==> config.mk <==
export PLATFORM = sky130hd
export DESIGN_NAME = ks_datapath_flat
export DESIGN_NICKNAME = d
export VERILOG_FILES = /design/src/rtl/ks_datapath_if.sv /design/src/rtl/ks_datapath.sv /design/src/flat_wrapper.sv
export SDC_FILE = /design/constraint.sdc
export NUM_CORES = 1
export LEC_CHECK = 0
export BUFFER_PORTS_ARGS = -buffer_cell sky130_fd_sc_hd__buf_2
export CAP_MARGIN = 20
export CORE_MARGIN = 2
export CORE_UTILIZATION = 61
export CTS_CLUSTER_DIAMETER = 60
export DETAILED_ROUTE_END_ITERATION = 7
export GPL_ROUTABILITY_DRIVEN = 0
export GPL_TIMING_DRIVEN = 0
export PLACE_DENSITY = 0.82
export SYNTH_ARGS = -nofsm -noshare
export SYNTH_HDL_FRONTEND = slang
export SYNTH_SLANG_ARGS = --single-unit
==> constraint.sdc <==
create_clock -name clk -period 6.1 [get_ports clk]
set_input_delay 1.22 -clock clk [delete_from_list [all_inputs] [get_ports clk]]
set_output_delay 1.22 -clock clk [all_outputs]
set_load 0.005 [all_outputs]
==> src/rtl/ks_datapath_if.sv <==
// Decode enum shared by the K&S datapath and its control unit, plus the bundle of
// control strobes, status outputs and RAM signals that connects the two.
package ks_pkg;

    typedef enum logic [3:0] {
        I_NOP, I_BRANCH, I_BZERO, I_BNEG, I_BOV, I_BNOV, I_BNZERO, I_BNNEG,
        I_LOAD, I_STORE, I_MOVE, I_ADD, I_SUB, I_AND, I_OR, I_HALT
    } decoded_instruction_type;

endpackage

interface ks_datapath_if #(
    parameter int DATA_W = 16,
    parameter int ADDR_W = 5
);
    import ks_pkg::*;

    logic                    branch;
    logic                    pc_enable;
    logic                    ir_enable;
    logic                    write_reg_enable;
    logic                    addr_sel;
    logic                    c_sel;
    logic [1:0]              operation;
    logic                    flags_reg_enable;
    decoded_instruction_type decoded_instruction;
    logic                    zero_op;
    logic                    neg_op;
    logic                    unsigned_overflow;
    logic                    signed_overflow;
    logic [ADDR_W-1:0]       ram_addr;
    logic [DATA_W-1:0]       data_out;
    logic [DATA_W-1:0]       data_in;
    logic [15:0]             instr_count;

    // The master is the control unit together with the RAM read port.
    modport master (
        output branch, pc_enable, ir_enable, write_reg_enable, addr_sel, c_sel,
               operation, flags_reg_enable, data_in,
        input  decoded_instruction, zero_op, neg_op, unsigned_overflow,
               signed_overflow, ram_addr, data_out, instr_count
    );

    modport slave (
        input  branch, pc_enable, ir_enable, write_reg_enable, addr_sel, c_sel,
               operation, flags_reg_enable, data_in,
        output decoded_instruction, zero_op, neg_op, unsigned_overflow,
               signed_overflow, ram_addr, data_out, instr_count
    );

endinterface

==> src/rtl/ks_datapath.sv <==
// K&S processor datapath: PC, IR, decoder, 4x16 register file, ALU and flags.
// Optional retired-instruction counter enabled by defining KS_INSTR_COUNT_EN.
module ks_datapath
    import ks_pkg::*;
#(
    parameter int DATA_W = 16,
    parameter int ADDR_W = 5
) (
    input logic         clk,
    input logic         rst_n,
    ks_datapath_if.slave bus
);

    logic [ADDR_W-1:0] r_pc;
    logic [DATA_W-1:0] r_ir;
    logic [DATA_W-1:0] r_regs [4];
    logic              r_zero;
    logic              r_neg;
    logic              r_uovf;
    logic              r_sovf;

    decoded_instruction_type w_dec;
    logic [1:0]        w_sel_a;
    logic [1:0]        w_sel_b;
    logic [1:0]        w_sel_c;
    logic [1:0]        w_sel_mem;
    logic [1:0]        w_wr_sel;
    logic [DATA_W-1:0] w_a;
    logic [DATA_W-1:0] w_b;
    logic [DATA_W-1:0] w_alu;
    logic [DATA_W-1:0] w_wr_data;
    logic              w_carry;
    logic              w_uovf;
    logic              w_sovf;
    logic              w_unused_ir7;

    // NOTE: every output of a combinational block gets a default first, so no path leaves it unassigned and no latch is inferred.
    always_comb begin
        w_dec = I_NOP;
        case (r_ir[15:8])
            8'h00:   w_dec = I_NOP;
            8'h01:   w_dec = I_BRANCH;
            8'h02:   w_dec = I_BZERO;
            8'h03:   w_dec = I_BNEG;
            8'h04:   w_dec = I_BOV;
            8'h05:   w_dec = I_BNOV;
            8'h0A:   w_dec = I_BNZERO;
            8'h0B:   w_dec = I_BNNEG;
            8'h81:   w_dec = I_LOAD;
            8'h82:   w_dec = I_STORE;
            8'h91:   w_dec = I_MOVE;
            8'hA1:   w_dec = I_ADD;
            8'hA2:   w_dec = I_SUB;
            8'hA3:   w_dec = I_AND;
            8'hA4:   w_dec = I_OR;
            8'hFF:   w_dec = I_HALT;
            default: w_dec = I_NOP;
        endcase
    end

    // MOVE packs its destination where ALU ops keep operand A and uses one source for both operands.
    always_comb begin
        w_sel_c = r_ir[5:4];
        w_sel_a = r_ir[3:2];
        w_sel_b = r_ir[1:0];
        if (w_dec == I_MOVE) begin
            w_sel_c = r_ir[3:2];
            w_sel_a = r_ir[1:0];
        end
    end

    assign w_sel_mem    = r_ir[6:5];
    assign w_wr_sel     = (w_dec == I_LOAD) ? w_sel_mem : w_sel_c;
    assign w_a          = r_regs[w_sel_a];
    assign w_b          = r_regs[w_sel_b];
    assign w_wr_data    = bus.c_sel ? bus.data_in : w_alu;
    assign w_unused_ir7 = r_ir[7];

    // Bit DATA_W of the widened sum/difference is the carry out for add and the borrow for sub.
    always_comb begin
        w_carry = 1'b0;
        w_alu   = '0;
        w_uovf  = 1'b0;
        w_sovf  = 1'b0;
        case (bus.operation)
            2'b00: begin
                {w_carry, w_alu} = {1'b0, w_a} + {1'b0, w_b};
                w_uovf = w_carry;
                w_sovf = (w_a[DATA_W-1] == w_b[DATA_W-1]) && (w_alu[DATA_W-1] != w_a[DATA_W-1]);
            end
            2'b01: w_alu = w_a & w_b;
            2'b10: w_alu = w_a | w_b;
            default: begin
                {w_carry, w_alu} = {1'b0, w_a} - {1'b0, w_b};
                w_uovf = w_carry;
                w_sovf = (w_a[DATA_W-1] != w_b[DATA_W-1]) && (w_alu[DATA_W-1] != w_a[DATA_W-1]);
            end
        endcase
    end

    // NOTE: state uses non-blocking assignments so every register samples pre-edge values regardless of statement order.
    always_ff @(posedge clk) begin
        if (!rst_n) begin
            r_pc   <= '0;
            r_ir   <= '0;
            r_zero <= 1'b0;
            r_neg  <= 1'b0;
            r_uovf <= 1'b0;
            r_sovf <= 1'b0;
            // NOTE: the register file is small and architecturally defined as zero after reset, so it is cleared like ordinary flops.
            for (int i = 0; i < 4; i++) r_regs[i] <= '0;
        end else begin
            if (bus.pc_enable)
                r_pc <= bus.branch ? r_ir[ADDR_W-1:0] : r_pc + ADDR_W'(1);
            if (bus.ir_enable)
                r_ir <= bus.data_in;
            if (bus.write_reg_enable)
                r_regs[w_wr_sel] <= w_wr_data;
            if (bus.flags_reg_enable) begin
                r_zero <= (w_alu == '0);
                r_neg  <= w_alu[DATA_W-1];
                r_uovf <= w_uovf;
                r_sovf <= w_sovf;
            end
        end
    end

`ifdef KS_INSTR_COUNT_EN
    logic [15:0] r_instr_count;

    always_ff @(posedge clk) begin
        if (!rst_n)
            r_instr_count <= '0;
        else if (bus.ir_enable)
            r_instr_count <= r_instr_count + 16'd1;
    end

    assign bus.instr_count = r_instr_count;
`else
    assign bus.instr_count = '0;
`endif

    assign bus.decoded_instruction = w_dec;
    assign bus.zero_op             = r_zero;
    assign bus.neg_op              = r_neg;
    assign bus.unsigned_overflow   = r_uovf;
    assign bus.signed_overflow     = r_sovf;
    assign bus.ram_addr            = bus.addr_sel ? r_ir[ADDR_W-1:0] : r_pc;
    assign bus.data_out            = r_regs[w_sel_mem];

endmodule

==> src/flat_wrapper.sv <==
// flat-port wrapper written by rule: the top's interface ports become plain ports
module ks_datapath_flat import ks_pkg::*;
#(
    parameter int DATA_W = 16,
    parameter int ADDR_W = 5
)
  (clk, rst_n, bus_branch, bus_pc_enable, bus_ir_enable, bus_write_reg_enable, bus_addr_sel, bus_c_sel, bus_operation, bus_flags_reg_enable, bus_data_in, bus_decoded_instruction, bus_zero_op, bus_neg_op, bus_unsigned_overflow, bus_signed_overflow, bus_ram_addr, bus_data_out, bus_instr_count);
  ks_datapath_if #(.DATA_W(DATA_W), .ADDR_W(ADDR_W)) bus_i ();
  input logic clk;
  input logic rst_n;
  input wire logic [$bits(bus_i.branch)-1:0] bus_branch;
  input wire logic [$bits(bus_i.pc_enable)-1:0] bus_pc_enable;
  input wire logic [$bits(bus_i.ir_enable)-1:0] bus_ir_enable;
  input wire logic [$bits(bus_i.write_reg_enable)-1:0] bus_write_reg_enable;
  input wire logic [$bits(bus_i.addr_sel)-1:0] bus_addr_sel;
  input wire logic [$bits(bus_i.c_sel)-1:0] bus_c_sel;
  input wire logic [$bits(bus_i.operation)-1:0] bus_operation;
  input wire logic [$bits(bus_i.flags_reg_enable)-1:0] bus_flags_reg_enable;
  input wire logic [$bits(bus_i.data_in)-1:0] bus_data_in;
  output wire logic [$bits(bus_i.decoded_instruction)-1:0] bus_decoded_instruction;
  output wire logic [$bits(bus_i.zero_op)-1:0] bus_zero_op;
  output wire logic [$bits(bus_i.neg_op)-1:0] bus_neg_op;
  output wire logic [$bits(bus_i.unsigned_overflow)-1:0] bus_unsigned_overflow;
  output wire logic [$bits(bus_i.signed_overflow)-1:0] bus_signed_overflow;
  output wire logic [$bits(bus_i.ram_addr)-1:0] bus_ram_addr;
  output wire logic [$bits(bus_i.data_out)-1:0] bus_data_out;
  output wire logic [$bits(bus_i.instr_count)-1:0] bus_instr_count;
  assign bus_i.branch = bus_branch;
  assign bus_i.pc_enable = bus_pc_enable;
  assign bus_i.ir_enable = bus_ir_enable;
  assign bus_i.write_reg_enable = bus_write_reg_enable;
  assign bus_i.addr_sel = bus_addr_sel;
  assign bus_i.c_sel = bus_c_sel;
  assign bus_i.operation = bus_operation;
  assign bus_i.flags_reg_enable = bus_flags_reg_enable;
  assign bus_i.data_in = bus_data_in;
  assign bus_decoded_instruction = bus_i.decoded_instruction;
  assign bus_zero_op = bus_i.zero_op;
  assign bus_neg_op = bus_i.neg_op;
  assign bus_unsigned_overflow = bus_i.unsigned_overflow;
  assign bus_signed_overflow = bus_i.signed_overflow;
  assign bus_ram_addr = bus_i.ram_addr;
  assign bus_data_out = bus_i.data_out;
  assign bus_instr_count = bus_i.instr_count;
  ks_datapath #(.DATA_W(DATA_W), .ADDR_W(ADDR_W)) u_core (.clk(clk), .rst_n(rst_n), .bus(bus_i));
endmodule
; ---- After elaboration in Yosys (flattened, before gate mapping)
; Memory sizes are Yosys's and may differ from the RTL's. A register that Yosys moved wholly into a read port is not among the register bits.
; Index checks and enable logic that the tools add are counted.
[word_totals]
register_bits = 25
output_inout_bits = 45
inputBits = 27
mem_bits_rw = 64
memories = 1
[classes]
eq_ne = 23
bitwise_logic = 2
n_reduce_logical = 6
mux = 21
add_sub_neg = 3
[memory_table]
columns = memory, words, width, rd, rd_clocked_by_memory_dff, write_ports, line
row1 = u_core.r_regs, 4, 16, 3, 2, 4, ks_datapath.sv:16  ; logic [DATA_W-1:0] r_regs [4];
[ops]
columns = cell, n
row1 = $eq A8 B8 Y1 const B, 8
row2 = $pmux W4 S15, 1
row3 = $pmux W16 S3, 1
row4 = $mux W16, 2
row5 = $add A16 B16 Y17, 1
row6 = $sub A16 B16 Y17, 1
row7 = $and A16 B16 Y16, 1
row8 = $eq A8 B2 Y1 const B, 2
row9 = $eq A8 B3 Y1 const B, 2
row10 = $eq A8 B4 Y1 const B, 2
row11 = $logic_not A16 Y1, 1
row12 = $mux W2, 8
row13 = $or A16 B16 Y16, 1
row14 = $reduce_or A16 Y1, 1
row15 = $mux W5, 2
row16 = $eq A4 B4 Y1 const B, 2
row17 = $eq A8 B1 Y1 const B, 1
row18 = $add A5 B1 Y5 const B, 1
row19 = $mux W1, 5
row20 = $pmux W1 S2, 2
row21 = $ne A1 B1 Y1, 3
row22 = $eq A2 B1 Y1 const B, 1
row23 = $eq A2 B2 Y1 const B, 1
row24 = $logic_and A1 B1 Y1, 2
row25 = other kinds (3), 3

; ---- Longest topological paths before layout
; An unclocked memory read counts as a cell.
[logic_depth]
depth_word = 9
mapped_depth = 20
depth_no_buf = 18

; ---- Least setup slack after synthesis
; No wires, ideal clock.
[synth_timing]
kind = register to register
startpoint = register u_core.r_ir[12]
endpoint = register u_core.r_zero (netlist: u_core.bus.zero_op)
setup_slack_ps = 862
synth_period_minus_slack_ps = 5238
t_arrival_ps = 5169
setup_time_ps = 69
stages_incl_launch_ff = 20
cell_sequence = dfxtp_1 -> buf_2 -> or4_1 -> o22ai_1 -> o211ai_1 -> mux2i_1 -> buf_2 -> mux2i_1 -> mux2_2 -> inv_1 -> ha_1 -> fa_1 -> xor2_1 -> mux4_2 -> or4_1 -> nor3_2 -> o2111ai_1 -> or4_1 -> or4_1 -> o21ai_1
[synth_between]
elab_chain_cells = 8
[synth_lines]
columns = item, line
row1 = "start, declared", ks_datapath.sv:15  ; logic [DATA_W-1:0] r_ir;
row2 = "start signal, assigned", ks_datapath.sv:116  ; r_ir <= bus.data_in;
row3 = $eq A8 B8 Y1 (tied with other cells), ks_datapath.sv:40  ; case (r_ir[15:8])
row4 = $pmux W4 S15 *, ks_datapath.sv:40
row5 = $eq A4 B4 Y1 *, ks_datapath.sv:66  ; if (w_dec == I_MOVE) begin
row6 = $mux W2 *, ks_datapath.sv:66
row7 = $mem_v2 Z4 W16 *, n/a
row8 = $sub A16 B16 Y17 (tied with other cells), ks_datapath.sv:94  ; {w_carry, w_alu} = {1'b0, w_a} - {1'b0, w_b};
row9 = $pmux W16 S3 *, ks_datapath.sv:85  ; case (bus.operation)
row10 = $logic_not A16 Y1 *, ks_datapath.sv:120  ; r_zero <= (w_alu == '0);
row11 = "end signal, assigned", ks_datapath.sv:120
row12 = "end, declared", ks_datapath.sv:17  ; logic r_zero;
; Mark *: on every way between the ends. The rest lies on a longest branch, timed or not.
; A chain may end at the register's enable or synchronous reset.

==> flow_metrics.env <==
export IMPL_critPathLaunchType="register"
export IMPL_vias=6490
export IMPL_grt_pass1_wl_mm=31.0
export IMPL_netlist_instances=792
export IMPL_first_iter_violations=754
export IMPL_core_area_um2=12500
export IMPL_tightest_slew_ns=0.857
export IMPL_hold_viol=0
export IMPL_grt_pass1_vias=5875
export IMPL_antenna_found_initial=0
export IMPL_areaGrowthSynthToFinish_pct=11.8
export IMPL_die_height_um=116
export IMPL_cts_root_buffer="clkbuf_16"
export IMPL_powerDensity_nw_per_um2=227
export IMPL_rrSetupSlack_ns=0.21
export IMPL_synth_edf_count=64
export IMPL_syn_avg_cell_area_um2=9.73
export IMPL_port_buffers=53
export IMPL_finalPower_mw=1.96
export IMPL_drive_above_1_share=0.189
export IMPL_crit_path_end_kind="register"
export IMPL_drt_pass1_iter_count=6
export IMPL_synth_distinct_cells=76
export IMPL_cts_tree="yes"
export IMPL_syn_cell_area_um2=7700
export IMPL_synth_top_area_frac=0.249
export IMPL_synth_async_reset_ratio=0
export IMPL_cts_htree_levels=3
export IMPL_ys_warnings_count=0
export IMPL_rows=41
export IMPL_wirelength_mm=20.6
export IMPL_status="completed"
export IMPL_crit_type="reg2reg"
export IMPL_start_util=0.618
export IMPL_maxCapViolations=0
export IMPL_cp_max_fo=10
export IMPL_cts_made_buffers=9
export IMPL_wire_per_inst_um=19.5
export IMPL_period_share=0.966
export IMPL_grt_overflow=0
export IMPL_min_path_type="reg2reg"
export IMPL_io_pin_count=72
export IMPL_clk_pin_slew_worst_paths_ns=0.07
export IMPL_cts_buffer_depth=2
export IMPL_synth_top_area_cell="edfxtp_1"
export IMPL_drc=0
export IMPL_viasPerCell=6.15
export IMPL_fmax_mhz=170
export IMPL_final_max_slew_viol_count=0
export IMPL_max_vdd_ir_drop_v=0.000238
export IMPL_ys_ff_latch=92
export IMPL_period_needed_ns=5.89
export IMPL_cts_sinks=92
export IMPL_hpwl_mm=15.4
export IMPL_grt_total_usage=0.308
export IMPL_slew_headroom=0.428
export IMPL_power_leakage_nw=3.83
export IMPL_clock_latency_ns=0.35
export IMPL_required_ns=6.19
export IMPL_die_x_um=116
export IMPL_fin_skew_ns=0.0102
export IMPL_dieArea_um2=13500
export IMPL_grt_max_degree=17
export IMPL_rsz0062_at_grt="false"
export IMPL_ys_top_cells_by_area="edfxtp_1 25%, mux4_2 9.9%, ha_1 8.6%"
export IMPL_cp_arrival_ns=5.99
export IMPL_setup_viol=0
export IMPL_synth_ff_type="edfxtp_1"
export IMPL_nNetsFinal=960
export IMPL_ys_seq_area_frac=0.322
export IMPL_n_antenna_cell=0
export IMPL_postRouteAntennaNets=0
export IMPL_finish_utilization=0.691
## state kept, by name (all words and copies together), names as in the netlist, named ones only
| register | flops |
|---|---|
| u_core.bus.neg_op | 1 |
| u_core.r_regs | 64 |
| u_core.r_pc | 5 |
| u_core.bus.zero_op | 1 |
| u_core.bus.unsigned_overflow | 1 |
| u_core.bus.signed_overflow | 1 |
| u_core.r_ir | 15 |
## final cells by class
cell class | count | area [µm²]
Clock buffer | 11 | 233
Tap cell | 172 | 215
Sequential cell | 92 | 2480
Timing Repair Buffer | 60 | 322
Inverter | 68 | 255
Multi-Input combinational cell | 585 | 4700
Buffer | 62 | 369
Clock inverter | 5 | 38.8
Fill cell | 975 | 3850
## synthesized netlist by cell type (8+ instances only)
cell       n
inv_1     67
buf_4     17
o31ai_1    8
nand2b_1  18
nor2b_1   27
o211ai_1  14
nor3_1     9
o21ai_0   35
edfxtp_1  64
a21oi_1   40
mux2_2    10
mux4_2    34
xnor2_1   10
buf_2      8
clkbuf_1  25
nor2_1    81
nand2_1   48
ha_1      53
mux2i_1   65
dfxtp_1   28
## per-layer routing
metal | routed length, µm | track usage
met5 | 0 | 0
met4 | 513 | 0.0976
met3 | 1800 | 0.0524
met2 | 9980 | 0.512
met1 | 8270 | 0.415
## cell usage in the layout, fill, tap and decap left out, types with 34 or more instances in the layout
cell | Yosys | final
nor2_1 | 81 | 81
inv_1 | 67 | 67
edfxtp_1 | 64 | 64
mux2i_1 | 65 | 63
buf_2 | 8 | 58
ha_1 | 53 | 53
nand2_1 | 48 | 48
a21oi_1 | 40 | 39
o21ai_0 | 35 | 35
mux4_2 | 34 | 34
## worst max-delay path, cell delays in order (launching register included)
cell	delay, ns
dfxtp_1	0.29
clkbuf_1	0.19
or4_1	0.57
o22ai_2	0.18
o211ai_1	0.22
buf_4	0.21
mux2i_4	0.39
clkbuf_4	0.38
mux2i_1	0.44
ha_1	0.31
clkbuf_1	0.20
a21oi_1	0.15
o21ai_0	0.21
a2111o_1	0.46
and3_1	0.23
a41o_1	0.29
mux2i_1	0.17
o211ai_1	0.26
o211ai_1	0.27
buf_4	0.17
nor2_1	0.05
## what timing repair did
| action | CTS | global route |
|---|---|---|
| endpoints found under the setup margin | 8 | 9 |
| pin swaps | 0 | 2 |
| resized for setup | 3 | 7 |
| hold buffers | 0 | 0 |
| buffers inserted | 0 | 6 |
## through the flow
step	hold WS, ns	cell area, µm²	setup TNS, ns	std cells	setup WS, ns
after floorplan	0.468	7760	0	807	0.862
after global placement	0.473	8240	-0.919	1032	-0.267
after detailed placement	0.475	8260	-1.41	1033	-0.343
after CTS	0.486	8540	0	1049	0.0410
after global routing	0.528	8610	0	1055	0.0131
final	0.488	8610	0	1055	0.207
## path summary, 6_finish.rpt
kind,startpoint,endpoint,depth (start not counted)
worst max register to register,u_core.r_ir[13],u_core.r_regs[0][15],20
worst min register to register,u_core.bus.zero_op,u_core.bus.zero_op,2
worst max-delay path,u_core.r_ir[13],u_core.r_regs[0][15],20
worst min-delay path,u_core.bus.zero_op,u_core.bus.zero_op,2
## where the power goes
group,total [mW],switching (mW),internal [mW]
Sequential,0.741,0.0300,0.711
Clock,0.523,0.245,0.278
Combinational,0.693,0.407,0.285
## kinds of logic (layout without fill, tap and decap cells)
| kind of cell | after synthesis | after routing | share of synthesized area |
|---|---|---|---|
| compound gates | 171 | 171 | 0.151 |
| simple gates | 221 | 221 | 0.138 |
| flops | 92 | 92 | 0.322 |
| xor+xnor | 11 | 11 | 0.0125 |
| other cells | 1 | 16 | 0.000487 |
| buf+inv | 130 | 206 | 0.0796 |
| fa+ha+maj | 55 | 55 | 0.0913 |
| mux | 111 | 111 | 0.205 |
Note: power is estimated with default switching activity, not from simulation.
